[config.mk]
export PLATFORM = sky130hd
export DESIGN_NAME = hp0_rd_arbiter
export DESIGN_NICKNAME = d
export VERILOG_FILES = /design/src/rtl/hp0_rd_arbiter.sv
export SDC_FILE = /design/constraint.sdc
export NUM_CORES = 1
export LEC_CHECK = 0
export ABC_CLOCK_PERIOD_IN_PS = 1600
export CAP_MARGIN = 15
export CORE_AREA = 2 2 119 121
export CTS_CLUSTER_DIAMETER = 150
export DETAILED_ROUTE_END_ITERATION = 8
export DIE_AREA = 0 0 121 123
export GPL_ROUTABILITY_DRIVEN = 0
export GPL_TIMING_DRIVEN = 0
export PLACE_DENSITY = 0.65
export RECOVER_POWER = 50
export SYNTH_ARGS = -nofsm -noshare
export SYNTH_HDL_FRONTEND = slang
export SYNTH_SLANG_ARGS = --single-unit
[constraint.sdc]
create_clock -name clk -period 1.6 [get_ports clk]
set_input_delay 0.24 -clock clk [delete_from_list [all_inputs] [get_ports clk]]
set_output_delay 0.24 -clock clk [all_outputs]
set_load 0.01 [all_outputs]
[src/rtl/hp0_rd_arbiter.sv]
// Round-robin arbiter sharing the PS HP0 AXI read channel between the two TLK2711
// transmit DMA read masters (0 = TLK2711-A, 1 = TLK2711-B), one burst at a time.
module hp0_rd_arbiter #(
   parameter int ADDR_WIDTH = 40,
   parameter int DATA_WIDTH = 64,
   parameter int ID_WIDTH   = 4
) (
   input  logic                    clk,
   input  logic                    rstn,
   input  logic [1:0]              m_arvalid,
   output logic [1:0]              m_arready,
   input  logic [2*ADDR_WIDTH-1:0] m_araddr,
   input  logic [15:0]             m_arlen,
   output logic [1:0]              m_rvalid,
   input  logic [1:0]              m_rready,
   output logic [DATA_WIDTH-1:0]   m_rdata,
   output logic [1:0]              m_rresp,
   output logic                    m_rlast,
   output logic                    s_arvalid,
   input  logic                    s_arready,
   output logic [ADDR_WIDTH-1:0]   s_araddr,
   output logic [7:0]              s_arlen,
   output logic [ID_WIDTH-1:0]     s_arid,
   input  logic                    s_rvalid,
   output logic                    s_rready,
   input  logic [DATA_WIDTH-1:0]   s_rdata,
   input  logic [1:0]              s_rresp,
   input  logic                    s_rlast,
   output logic [1:0]              o_grant,
   output logic [1:0]              o_err,
   input  logic                    i_err_clr,
   output logic [1:0]              dbg_state
);

   typedef enum logic [1:0] {
      IDLE = 2'd0,
      ADDR = 2'd1,
      DATA = 2'd2
   } state_t;

   state_t     state, state_nxt;
   logic       g, g_nxt;
   logic       last_grant;
   logic [7:0] len_q;
   logic [7:0] beat_cnt;
   logic [1:0] err_set;
   logic       ar_hs;
   logic       r_hs;

   // Handshake rules on both sides: a transfer happens on a rising clk edge where
   // valid and ready are both high; valid never waits on ready.
   assign m_rdata   = s_rdata;
   assign m_rresp   = s_rresp;
   assign m_rlast   = s_rlast;
   assign s_araddr  = g ? m_araddr[2*ADDR_WIDTH-1:ADDR_WIDTH] : m_araddr[ADDR_WIDTH-1:0];
   assign s_arlen   = g ? m_arlen[15:8] : m_arlen[7:0];
   assign s_arid    = {{(ID_WIDTH-1){1'b0}}, g};
   assign dbg_state = state;

   always_comb begin
      state_nxt = state;
      g_nxt     = g;
      s_arvalid = 1'b0;
      m_arready = 2'b00;
      m_rvalid  = 2'b00;
      s_rready  = 1'b0;
      err_set   = 2'b00;
      ar_hs     = 1'b0;
      r_hs      = 1'b0;
      case (state)
         IDLE: begin
            case (m_arvalid)
               2'b01:   begin g_nxt = 1'b0;        state_nxt = ADDR; end
               2'b10:   begin g_nxt = 1'b1;        state_nxt = ADDR; end
               2'b11:   begin g_nxt = ~last_grant; state_nxt = ADDR; end
               default: ;
            endcase
         end
         ADDR: begin
            s_arvalid    = m_arvalid[g];
            m_arready[g] = s_arready;
            ar_hs        = m_arvalid[g] & s_arready;
            if (ar_hs) state_nxt = DATA;
         end
         DATA: begin
            m_rvalid[g] = s_rvalid;
            s_rready    = m_rready[g];
            r_hs        = s_rvalid & m_rready[g];
            // beat_cnt holds beats already accepted, so the final beat must see len_q
            if (r_hs) begin
               if (s_rlast) begin
                  if (beat_cnt != len_q) err_set[g] = 1'b1;
                  state_nxt = IDLE;
               end else if (beat_cnt == len_q) begin
                  err_set[g] = 1'b1;
               end
            end
         end
         default: state_nxt = IDLE;
      endcase
   end

   always_ff @(posedge clk or negedge rstn) begin
      if (!rstn) begin
         state      <= IDLE;
         g          <= 1'b0;
         last_grant <= 1'b1;
         len_q      <= 8'd0;
         beat_cnt   <= 8'd0;
         o_err      <= 2'b00;
         o_grant    <= 2'b00;
      end else begin
         state   <= state_nxt;
         g       <= g_nxt;
         o_grant <= (state_nxt == IDLE) ? 2'b00 : (g_nxt ? 2'b10 : 2'b01);
         // a new error in the same cycle as a clear request is kept
         o_err   <= (i_err_clr ? 2'b00 : o_err) | err_set;
         if (ar_hs) begin
            len_q    <= s_arlen;
            beat_cnt <= 8'd0;
         end
         if (r_hs) begin
            if (beat_cnt != 8'hFF) beat_cnt <= beat_cnt + 8'd1;
            if (s_rlast) last_grant <= g;
         end
      end
   end

endmodule

==> metrics.md, run 1 <==
| Metric | Value |
|---|---|
| Status | `finished with violations` |
| Failing checks | `setup timing` |
| Die area | `14,900 sq um` |
| WP data required | `1.36 ns` |
| DR WL/cell | `around 16 um` |
| CP Launch Type | `register` |
| Clk Latency, worst-skew pair | `0.26 ns` |
| Place WS | `-0.708 ns` |
| Clk root buf | `clkbuf_16` |
| GRT Total Usage | `around an eighth` |
| Row count | `43` |
| Register bit count reported by yosys | `24` |
| Ant. Diodes | `0` |
| CTS Sinks | `24` |
| Fmax achieved | `558 MHz` |
| Crit Path Class | `reg -> out` |
| Largest net degree at the start of global routing | `25` |
| Clock period minus worst slack | `1.79 ns` |
| Clock slew at reported path FFs | `~0.06 ns` |
| Post-synthesis cell count | `266` |
| Drt drc | `0` |
| Ys Warns | `0` |
| Synth top area cells | `dfrtp_1 24%, mux2_2 23%, buf_4 22%, nand2_1 4.9%, xor2_1 2.9%` |
| Final net count | `just over 700` |
| Overflow after GRT | `0` |
| Netlist Area Pre-Place | `2380 sq um` |
| Area of the core | `between 10,000 and 15,000 sq um` |
| Overall power | `between 6 and 7 mW` |
| Synth top area share | `24.2%` |
| Port bufs | `233` |
| Initial antenna violation count | `0` |
| Post-Route WL | `11,300 um` |
| First DRT Iteration DRCs | `83` |
| H-Tree Depth | `1` |
| Yosys top cell by area | `dfrtp_1` |
| CTS tree | `done` |
| Layout overhead on the synthesized area | `146%` |
| # setup viols final | `58` |
| First drt pass iteration count | `4` |
| Post-synth cell types | `39` |
| Vias in the first global route | `2,817` |
| Die Y | `123 um` |
| Crit path DAT | `1.55 ns` |
| Seq/Total Area, Yosys | `roughly a quarter` |
| Fin util | `a little over two fifths` |
| Final Worst Setup Slack | `-0.193 ns` |
| Final Hold Vio Count | `0` |
| Crit path capture type | `output pin` |
| Initial core utilization | `17.5%` |
| Worst-Margin Slew | `around 0.54 ns` |
| VDD IR max | `~380 uV` |
| Most common cell after layout, fill and taps aside | `clkdlybuf4s50_1` |
| Max clock buf depth | `2` |
| Global-route wire length before repair | `14,700 um` |
| Io pins | `303` |
| Vias per std cell | `4.03` |
| Post-DP HPWL | `8780 um` |
| Worst Path Max Fanout | `6` |
| Slew Limit Fails | `0` |
| Pwr dens | `1150 nW/um^2` |
| Commonest non-fill, non-tap cells in the layout | `142 x clkdlybuf4s50_1, 90 x buf_4, 54 x buf_6` |
| Leak | `2.61 nW` |
| DR vias | `2,887` |
| Clock Skew | `0.00545 ns` |
| Mean Syn Cell Area | `a little under 9 sq um` |
| CTS buffer count | `3` |
| ANT nets after route | `0` |
| Unrepaired setup endpoints after global routing | `true` |
| Rel. slew slack | `roughly 64%` |
| Horiz. Die Dim | `approximately 120 um` |
| Worst Hold Class | `in -> async` |
| Total of max-cap violations | `0` |
| Share of cells above drive strength 1 | `47.3%` |
| Fin crit share | `112%` |
-- synth_stat cells --
cell	count
mux2_4	1
nand3b_1	3
o21ai_0	5
nor2_1	11
nand2_1	31
a31oi_1	1
inv_1	3
a311oi_1	1
a2111o_1	1
clkbuf_1	3
nor3_1	4
nor4_1	2
o41ai_1	1
nor3b_1	1
and3b_1	1
xor2_1	8
dfstp_2	1
o211ai_1	1
or3_1	2
a21oi_1	4
conb_1	1
buf_2	7
and3_1	2
mux2i_1	3
buf_4	71
a21o_1	1
nand4_1	4
ha_1	1
or2_2	1
nor2b_1	1
a32o_1	1
mux2_2	49
nand3_1	7
a22o_1	1
nand2b_1	4
o311ai_0	1
dfrtp_1	23
o2bb2ai_1	2
o32ai_1	1
-- area by class of cell --
cell class / instances / area [sq um]
Inverter: 3 / 11.3
Timing Repair Buffer: 265 / 2750
Buffer: 81 / 668
Clock buffer: 4 / 88.8
Tap cell: 180 / 225
Sequential cell: 24 / 606
Fill cell: 1297 / 7760
Multi-Input combinational cell: 160 / 1500
-- path summary, 6_finish.rpt --
kind / startpoint / endpoint / slack (ns) / depth (start not counted)
worst max-delay path: g / s_araddr[16] / -0.19 / 5
worst min-delay path: rstn / beat_cnt[0] / 0.26 / 1
worst max register to register: g / beat_cnt[2] / -0.18 / 7
worst min register to register: len_q[2] / len_q[2] / 0.50 / 2
max in group asynchronous: rstn / g / 0.54 / 2
min in group clk: len_q[2] / len_q[2] / 0.50 / 2
-- flip-flops by register name (all words and copies together), names as in the netlist --
register    count
len_q           8
beat_cnt        8
g               1
last_grant      1
o_err           2
dbg_state       2
o_grant         2
-- cells by family (layout without fill, tap and decap cells) --
group	Yosys count	after routing	synth area share [%]
flip-flops	24	24	25.3
buffers and inverters	84	353	24.9
adder cells (fa/ha/maj)	1	1	0.527
XOR/XNOR	8	8	2.95
AO/OA/AOI/OAI	21	21	6.27
AND/OR/NAND/NOR	74	74	14.8
other	1	3	0.158
multiplexers	53	53	25.1
-- critical path, cell delays in order (launching register included) --
cell and delay [ns]:
dfrtp_2 0.44, buf_12 0.16, buf_12 0.13, buf_8 0.12, mux2_4 0.31, buf_6 0.12
-- per-stage QoR --
stage               instances  setup TNS, ns  hold WS, ns  area (sq um)
floorplan                 268              0      -0.0556          2380
global placement          681         -34.46        0.476          4940
detailed placement        681         -35.95        0.486          4940
CTS                       704          -6.63        0.478          5510
global route              717          -8.76        0.282          5850
finish                    717          -6.84        0.260          5850
-- report_power, final --
group | internal (mW) | total [mW] | switching (mW)
sequential | 0.799 | 0.964 | 0.165
clock | 0.383 | 0.601 | 0.219
combinational | 3.20 | 5.19 | 1.99
-- layer usage --
metal | vias to the layer above | wire [um] | GRT usage, %
li1 | 1386 | - | -
met4 | 0 | 15 | 0.945
met3 | 2 | 803 | 2.72
met1 | 1345 | 4320 | 15.5
met2 | 154 | 6130 | 23.6
met5 | - | 0 | 0
-- what timing repair did --
item	4_1_cts	5_1_grt
buffers inserted	15	13
pin swaps	2	16
setup endpoints to repair	74	75
endpoints found under the hold margin	0	0
hold buffers	0	0
gates resized for setup	327	54
cloned	4	0
Power figures use the tool's default switching activity.
==> inputs of run 2 (changes only) <==
--- a/config.mk
+++ b/config.mk
@@ -15,6 +15,7 @@
 export GPL_TIMING_DRIVEN = 0
 export PLACE_DENSITY = 0.65
 export RECOVER_POWER = 50
+export SLEW_MARGIN = 20
 export SYNTH_ARGS = -nofsm -noshare
 export SYNTH_HDL_FRONTEND = slang
 export SYNTH_SLANG_ARGS = --single-unit
==> run 2 against run 1 <==
  * The flow still finishes with violations (setup timing)
  * Via count shrank 0.28%
  * Register-to-register slack barely moved
  * Combinational power barely moved
  * Sequential share of layout area about the same
  * Critical path depth stayed put
  * Clock skew decreased by 0.0014 ns
  * Total power is essentially flat
  * First-iteration DRC count is 13% higher
  * Routed wire length about the same
  * Hold slack better by 0.013 ns
  * Fmax hardly changed
  * Clock-buffer cell count is the same
  * Critical path type unchanged
  * Critical endpoint unchanged
  * Largest cell class unchanged
  * Highest routed layer unchanged
==> metrics.md, run 2 (synthesis gave the netlist of run 1 again) <==
| Metric | Value |
|---|---|
| Status | `finished with violations (unchanged)` |
| Failing checks | `setup timing (unchanged)` |
| CTS tree | `done (unchanged)` |
| Fin crit share | `112% (about the same)` |
| Final Hold Vio Count | `0 (unchanged)` |
| Place WS | `-0.708 ns (unchanged)` |
| Vias per std cell | `4.02 (was 4.03)` |
| GRT Total Usage | `12.6% (unchanged)` |
| Die Y | `123 um (unchanged)` |
| Rel. slew slack | `8.82% (was 63.8%)` |
| Reg-to-reg slack, setup | `-0.18 ns (about the same)` |
| Pwr dens | `1160 nW/um^2 (was 1150 nW/um^2)` |
| Io pins | `303 (unchanged)` |
| Unrepaired setup endpoints after global routing | `true (unchanged)` |
| # setup viols final | `58 (unchanged)` |
| Ant. Diodes | `0 (unchanged)` |
| Overflow after GRT | `0 (unchanged)` |
| Slew Limit Fails | `0 (unchanged)` |
| Critical-path cell list | `buf_12 -> buf_12 -> buf_8 -> mux2_4 -> buf_6 (unchanged)` |
| Post-Route WL | `11,300 um (about the same)` |
| Register area | `606 sq um (unchanged)` |
| Crit path DAT | `1.55 ns (about the same)` |
| Drt drc | `0 (unchanged)` |
| Most used cell, CP | `buf_12 (unchanged)` |
| Layout overhead on the synthesized area | `146% (about the same)` |
| Fmax achieved | `558 MHz (about the same)` |
| Total of max-cap violations | `0 (unchanged)` |
| Multi-input logic area | `1500 sq um (unchanged)` |
| Vias in the first global route | `2,817 (unchanged)` |
| Largest regs | `beat_cnt: 8 flops, len_q: 8 flops (unchanged)` |
| VDD IR max | `374 uV (was 378 uV)` |
| CP Launch Type | `register (unchanged)` |
| Final net count | `710 (was 711)` |
| CP top delay family | `buffers and inverters (unchanged)` |
| Largest net degree at the start of global routing | `25 (unchanged)` |
| Share of cells above drive strength 1 | `47.2% (was 47.3%)` |
| DR WL/cell | `15.7 um (about the same)` |
| H-Tree Depth | `1 (unchanged)` |
| Worst path bufs/invs | `4 (unchanged)` |
| Port bufs | `233 (unchanged)` |
| WP data required | `1.36 ns (about the same)` |
| ANT nets after route | `0 (unchanged)` |
| DR vias | `2,879 (was 2,887)` |
| CTS Sinks | `24 (unchanged)` |
| Most common cell after layout, fill and taps aside | `clkdlybuf4s50_1 (unchanged)` |
| Crit path capture type | `output pin (unchanged)` |
| Horiz. Die Dim | `121 um (unchanged)` |
| Global-route wire length before repair | `14,700 um (unchanged)` |
| Clk root buf | `clkbuf_16 (unchanged)` |
| Final Worst Setup Slack | `-0.192 ns (was -0.193 ns)` |
| Clock slew at reported path FFs | `0.06 ns (about the same)` |
| Die area | `14,900 sq um (unchanged)` |
| Crit Path Class | `reg -> out (unchanged)` |
| Worst Path Max Fanout | `6 (unchanged)` |
| First drt pass iteration count | `4 (unchanged)` |
| Initial core utilization | `17.5% (unchanged)` |
| First DRT Iteration DRCs | `94 (was 83)` |
| Worst-Margin Slew | `1.37 ns (was 0.543 ns)` |
| Slowest stage delay, CP | `0.44 ns (about the same)` |
| Commonest non-fill, non-tap cells in the layout | `142 x clkdlybuf4s50_1, 90 x buf_4, 54 x buf_6 (unchanged)` |
| FILL cells | `1,298 (was 1,297)` |
| Post-DP HPWL | `8780 um (unchanged)` |
| Max clock buf depth | `2 (unchanged)` |
| Leak | `2.60 nW (was 2.61 nW)` |
| Initial antenna violation count | `0 (unchanged)` |
| Fin util | `42.9% (was 43.0%)` |
| Clock period minus worst slack | `1.79 ns (about the same)` |
| Fin Setup TNS | `-6.76 ns (was -6.84 ns)` |
| Worst Hold Class | `in -> async (unchanged)` |
| Row count | `43 (unchanged)` |
| Clk Latency, worst-skew pair | `0.26 ns (about the same)` |
| Clock Skew | `0.00407 ns (was 0.00545 ns)` |
| Area of the core | `13,600 sq um (unchanged)` |
| CTS buffer count | `3 (unchanged)` |
| Critical-path top delay cell | `dfrtp_2 (unchanged)` |
-- run 2: path summary, 6_finish.rpt --
check                      startpoint            to  cells past startpoint
max in group asynchronous        rstn             g                      1
max reg2reg                         g   beat_cnt[2]                      7
min reg2reg                last_grant    last_grant                      2
min                              rstn      len_q[1]                      1
min in group clk           last_grant    last_grant                      2
max                                 g  s_araddr[16]                      5
-- run 2: power breakdown --
part,switching (mW),internal [mW],leakage [nW]
clock network,0.223,0.383,0.0442
logic,1.98,3.20,2.25
registers,0.166,0.799,0.307
total,2.37,4.38,2.60
-- run 2: repair_timing --
action | in CTS | in global routing
gates resized for setup | 327 | 54
setup endpoints to repair | 74 | 75
pin swaps | 2 | 16
setup buffers | 15 | 13
hold buffers | 0 | 0
cloned | 4 | 0
-- run 2: worst reg2reg max path, cell delays in order (launching register included) --
cell      delay (ns)
dfrtp_2         0.44
buf_12          0.14
buf_8           0.12
mux2_4          0.22
o211ai_1        0.12
buf_4           0.21
or3_1           0.33
a21oi_2         0.12
-- run 2: area by class of cell --
cell class              instances  share of cell area [%]
well taps                     180                    3.86
repair buffers                264                    46.8
multi-input cells             160                    25.8
inverters                       3                   0.193
flip-flops and latches         24                    10.4
plain buffers                  81                    11.4
clock buffers                   4                    1.52
-- run 2: layer usage --
layer / routed length, um / up-vias / GRT usage, %
met5: 0 / - / 0
li1: - / 1385 / -
met2: 6110 / 154 / 23.6
met3: 793 / 4 / 2.72
met4: 23 / 0 / 0.945
met1: 4340 / 1336 / 15.5
-- run 2: stage by stage --
stage               instances  total power, mW  hold slack, ns  area [sq um]
floorplan                 268             2.69         -0.0556          2380
global placement          681             4.42           0.476          4940
detailed placement        681             4.45           0.486          4940
CTS                       704             6.28           0.478          5510
global route              716             7.13           0.389          5840
finish                    716             6.75           0.274          5840
